<file path="config.mk">
export PLATFORM = sky130hd
export DESIGN_NAME = mem_bus_arbiter
export DESIGN_NICKNAME = d
export VERILOG_FILES = /design/src/rtl/mem_bus_arbiter.sv
export SDC_FILE = /design/constraint.sdc
export NUM_CORES = 1
export LEC_CHECK = 0
export CAP_MARGIN = 40
export CORE_ASPECT_RATIO = 1.4
export CORE_UTILIZATION = 28
export DETAILED_ROUTE_END_ITERATION = 8
export PLACE_DENSITY = 0.66
export SYNTH_ARGS = -nofsm -noshare
export SYNTH_HDL_FRONTEND = slang
export SYNTH_SLANG_ARGS = --single-unit
</file>
<file path="constraint.sdc">
create_clock -name ph1 -period 2.9 [get_ports ph1]
set_clock_uncertainty 0.15 [all_clocks]
set_input_delay 0.435 -clock ph1 [delete_from_list [all_inputs] [get_ports ph1]]
set_output_delay 0.435 -clock ph1 [all_outputs]
set_load 0.05 [all_outputs]
</file>
<file path="src/rtl/mem_bus_arbiter.sv">
// mem_bus_arbiter: shares the memory port between the 6502 core and a DMA master.
// Rev 1.0 - burst cap, read-only CPU stall and a post-burst CPU cooldown window.
`default_nettype none

module mem_bus_arbiter #(
  parameter int MAX_BURST = 16,
  parameter int COOLDOWN  = 2
) (
  input  logic        ph1,
  input  logic        reset,
  input  logic [15:0] cpu_addr,
  input  logic [7:0]  cpu_wdata,
  input  logic        cpu_we,
  output logic        cpu_rdy,
  input  logic        dma_req,
  input  logic [15:0] dma_addr,
  input  logic [7:0]  dma_wdata,
  input  logic        dma_we,
  input  logic        dma_last,
  output logic        dma_gnt,
  output logic [15:0] mem_addr,
  output logic [7:0]  mem_wdata,
  output logic        mem_we,
  output logic [7:0]  burst_cnt
);

  localparam logic [1:0] S_CPU  = 2'd0;
  localparam logic [1:0] S_WAIT = 2'd1;
  localparam logic [1:0] S_DMA  = 2'd2;
  localparam logic [1:0] S_COOL = 2'd3;

  localparam logic [3:0] C_COOL_LOAD = 4'(COOLDOWN - 1);
  localparam logic [8:0] C_MAX_BURST = 9'(MAX_BURST);

  logic [1:0] state_q, state_d;
  logic [7:0] burst_cnt_q, burst_cnt_d;
  logic [3:0] cool_q, cool_d;
  logic       w_cap_hit;

  assign w_cap_hit = ({1'b0, burst_cnt_q} + 9'd1) == C_MAX_BURST;

  always_comb begin
    state_d     = state_q;
    burst_cnt_d = burst_cnt_q;
    cool_d      = cool_q;
    case (state_q)
      S_CPU: begin
        if (dma_req) begin
          state_d     = S_WAIT;
          burst_cnt_d = 8'd0;
        end
      end
      S_WAIT: begin
        // RDY cannot stall a write, so the grant waits for a read cycle.
        if (!dma_req) begin
          state_d = S_CPU;
        end else if (!cpu_we) begin
          state_d = S_DMA;
        end
      end
      S_DMA: begin
        if (!dma_req) begin
          state_d = S_COOL;
          cool_d  = C_COOL_LOAD;
        end else begin
          if (burst_cnt_q != 8'hFF) begin
            burst_cnt_d = burst_cnt_q + 8'd1;
          end
          if (dma_last || w_cap_hit) begin
            state_d = S_COOL;
            cool_d  = C_COOL_LOAD;
          end
        end
      end
      S_COOL: begin
        if (cool_q == 4'd0) begin
          state_d = S_CPU;
        end else begin
          cool_d = cool_q - 4'd1;
        end
      end
      default: begin
        state_d = S_CPU;
      end
    endcase
  end

  always_ff @(posedge ph1 or posedge reset) begin
    if (reset) begin
      state_q     <= S_CPU;
      burst_cnt_q <= 8'd0;
      cool_q      <= 4'd0;
    end else begin
      state_q     <= state_d;
      burst_cnt_q <= burst_cnt_d;
      cool_q      <= cool_d;
    end
  end

  // Bus steering depends only on registered state, never on dma_req.
  assign dma_gnt   = (state_q == S_DMA);
  assign cpu_rdy   = (state_q == S_CPU) || (state_q == S_COOL);
  assign mem_addr  = dma_gnt ? dma_addr  : cpu_addr;
  assign mem_wdata = dma_gnt ? dma_wdata : cpu_wdata;
  assign mem_we    = dma_gnt ? dma_we    : cpu_we;
  assign burst_cnt = burst_cnt_q;

endmodule

`default_nettype wire

</file>
==> run_results.csv <==
group,metric,value,unit
timing,aggregate_negative_setup_slack,0,ps
route,initialDrtViolationCount,19,
clocking,h-tree-depth,1,
clocking,cts.reportedPaths.clkPinSlew,60,ps
placed_design,dp_slack,596,ps
grt,antenna_found_initial,0,
power,total_leakage_power,0.994,nW
synthesis,ys.flop_type,"sky130_fd_sc_hd__dfrtp_1",
timing,final_max_slew_viol_count,0,
synthesis,postSynthAreaPerCell,9.55,um^2
route,post_drt_wl_per_cell,12.8,um
placed_design,place.port_buffers,88,
worst_setup_path,worst_ep_arrival_time,1890,ps
power,power_internal,767,uW
synthesis,synth_top_cell_area_share,0.266,
power,combPwrFrac,0.689,
layout,layoutNonFillerInstCount,287,
timing,finalHoldViolCount,0,
route,drc,0,
synthesis,synth_most_common_cell,"sky130_fd_sc_hd__mux2_2",
worst_setup_path,cpMaxStageDelayCell,"sky130_fd_sc_hd__clkdlybuf4s50_1",
grt,grt_start_max_net_pins,25,
flow_run,max_cap_viol_count,0,
timing,slew_hr,0.509,
timing,period_share,0.853,
synthesis,library_cell_with_the_largest_summed_area_after_synthesis,"sky130_fd_sc_hd__dfrtp_1",
worst_setup_path,required_time_at_the_worst_slack_endpoint,2320,ps
worst_setup_path,worst-path-buf-inv,3,
route,via_per_inst,4.99,
power,total_switching_power,690,uW
power,p_clk_frac,0.113,
power,p_seq_frac,0.198,
die,die_h,83.2,um
clocking,postCtsSetupBuffers,0,
clocking,cts_hold_buf,0,
clocking,tritoncts,"yes",
timing,worst_slew_pin_tran,730,ps
die,floorplan.initialDensity,0.290,
timing,achievable-frequency,404,MHz
power,netSwitchingFraction,0.474,
die,core.rowCount,29,
layout,final_net_count,289,
timing,min_period,2470,ps
clocking,clock_sinks,14,
clocking,insertion_delay,250,ps
clocking,cts_inserted_buffers,3,
synthesis,flip_flop_and_latch_count_after_synthesis,14,
grt,track_usage,0.156,
route,postRouteAntennaNets,0,
die,floorplan_core_area,4540,um^2
placed_design,gp_congestion,0.759,
grt,grt_pass1_vias,1436,
worst_setup_path,cpMostUsedCell,"sky130_fd_sc_hd__inv_1",
worst_setup_path,critPathCaptureType,"output port",
layout,layout_cell_share_with_drive_strength_beyond_1,0.298,
route,first_pass_iters,4,
run_status,status,"finished clean",
die,fp.dieW,60.0,um
route,dr_total_vias,1432,
synthesis,synthArstFlopShare,1.00,
power,power_per_cell_area,618,nW/um^2
clocking,clock_path_buffers,2,
timing,timing.final.ws_setup,426,ps
die,ioPinCount,89,
grt,globalRoute.totalOverflow,0,
layout,area_growth_syn_to_layout,79.1,%
synthesis,yosysSeqAreaShare,0.266,
clocking,quantity_of_gates_resized_following_cts,0,
synthesis,ys.warnings.count,0,
synthesis,post_synth_edffs,0,
placed_design,post-place-cells,284,
worst_setup_path,critical_path_s_top_delay_family,"buffers and inverters",
synthesis,synth_common_cells,"sky130_fd_sc_hd__mux2_2, sky130_fd_sc_hd__dfrtp_1, sky130_fd_sc_hd__o21ai_0",
worst_setup_path,startpoint_type_of_the_worst_setup_path,"flip-flop",
synthesis,syn_inst,138,
placed_design,detailed_place_hpwl,2940,um
worst_setup_path,timing_worst_setup_path_type,"reg -> out",
min_path,hold_path_class,"in -> async",
synthesis,syn-num-nets,200,
timing,setup_violations,0,
worst_setup_path,timing.critical_path.cells,"inv_1, ha_1, inv_1, clkdlybuf4s50_1",
synthesis,synth_area_leaders,"sky130_fd_sc_hd__dfrtp_1, sky130_fd_sc_hd__mux2_2, sky130_fd_sc_hd__ha_1",
grt,first_pass_grt_wire_length,6140,um
die,full_die_area,4990,um^2
power,worst_ir_drop_vdd,0.000453,V
synthesis,syn-cell-area,1320,um^2
layout,n_antenna_cell,0,
worst_setup_path,timing.critical_path.slowest_cell_delay,800,ps
worst_setup_path,crit_path_max_fanout,4,
timing,grt_setup_unrepaired,"false",
synthesis,synth.distinct_cells,39,
route,wl,3670,um
clocking,clock_tree.root_cell,"sky130_fd_sc_hd__clkbuf_8",
## cell families (layout without fill, tap and decap cells)
group,count (synthesis),count (layout),share of synthesized area
buffers and inverters,15,102,0.0598
adders and majority gates,8,8,0.0760
DFF,14,14,0.266
and+or+nand+nor,37,37,0.157
AOI/OAI and AO/OA,35,35,0.200
muxes,26,26,0.221
xor gates and xnor gates,3,3,0.0199
## state kept, by name (all words and copies together), names as in the netlist, named ones only
register   count
burst_cnt      8
cool_q         4
state_q        1
## per-stage QoR
stage               hold WS (ps)  area [um^2]  utilization  power (mW)
floorplan                    174         1320            -       0.920
global placement             401         2320        0.511        1.30
detailed placement           421         2320        0.511        1.30
CTS                          430         2360        0.520        1.47
global route                 452         2360        0.520        1.54
finish                       397         2360        0.520        1.46
## worst reg2reg max path, cell delays in order, from the launching register on
cell,delay [ps]
sky130_fd_sc_hd__dfrtp_1,420
sky130_fd_sc_hd__inv_1,120
sky130_fd_sc_hd__ha_1,170
sky130_fd_sc_hd__buf_4,290
sky130_fd_sc_hd__nand2_1,260
sky130_fd_sc_hd__nor2_1,420
sky130_fd_sc_hd__a21oi_1,140
sky130_fd_sc_hd__o221a_2,280
## area by class of cell
class,instances,area [um^2]
Fill cell,419,2180
Timing Repair Buffer,90,968
Multi-Input combinational cell,109,888
Sequential cell,14,350
Tap cell,62,77.6
Clock buffer,3,41.3
Inverter,9,33.8
## metal layers
layer / part of all wire / up-vias / track usage
met5: 0 / - / 0
met4: 0.016 / 0 / 0.0507
met3: 0.083 / 5 / 0.0405
met2: 0.51 / 75 / 0.266
met1: 0.39 / 661 / 0.184
li1: - / 691 / -
## worst paths after layout
kind,from,end,slack (ps),cells after the start
setup / recovery,state_q[0],cpu_rdy,430,4
min in group ph1,burst_cnt[5],burst_cnt[5],430,1
hold / removal,reset,burst_cnt[4],400,2
max in group asynchronous,reset,burst_cnt[3],1830,2
hold reg to reg,burst_cnt[5],burst_cnt[5],430,1
setup reg to reg,state_q[0],cool_q[0],550,7
## power by group through the flow
stage	logic (mW)	clock network, mW	registers, mW
5_1_grt	1.07	0.176	0.298
3_3_place_gp	1.01	0	0.289
4_1_cts	1.02	0.164	0.288
6_report	1.00	0.164	0.289
2_1_floorplan	0.609	0	0.310
3_5_place_dp	1.01	0	0.292
## cell usage in the layout, fill, tap and decap left out, drive strengths merged, types with 2 or more instances in the layout
cell type,instances
a21oi,5
ha,8
a211o,2
nand2,7
xor2,2
a211oi,2
dfrtp,14
buf,28
nand2b,2
nor2,6
o31ai,4
and2,3
clkbuf,3
clkdlybuf4s50,62
and3,3
o21ai,11
nand3,10
inv,9
mux2,25
a41o,2
(Power assumes the default switching activity.)
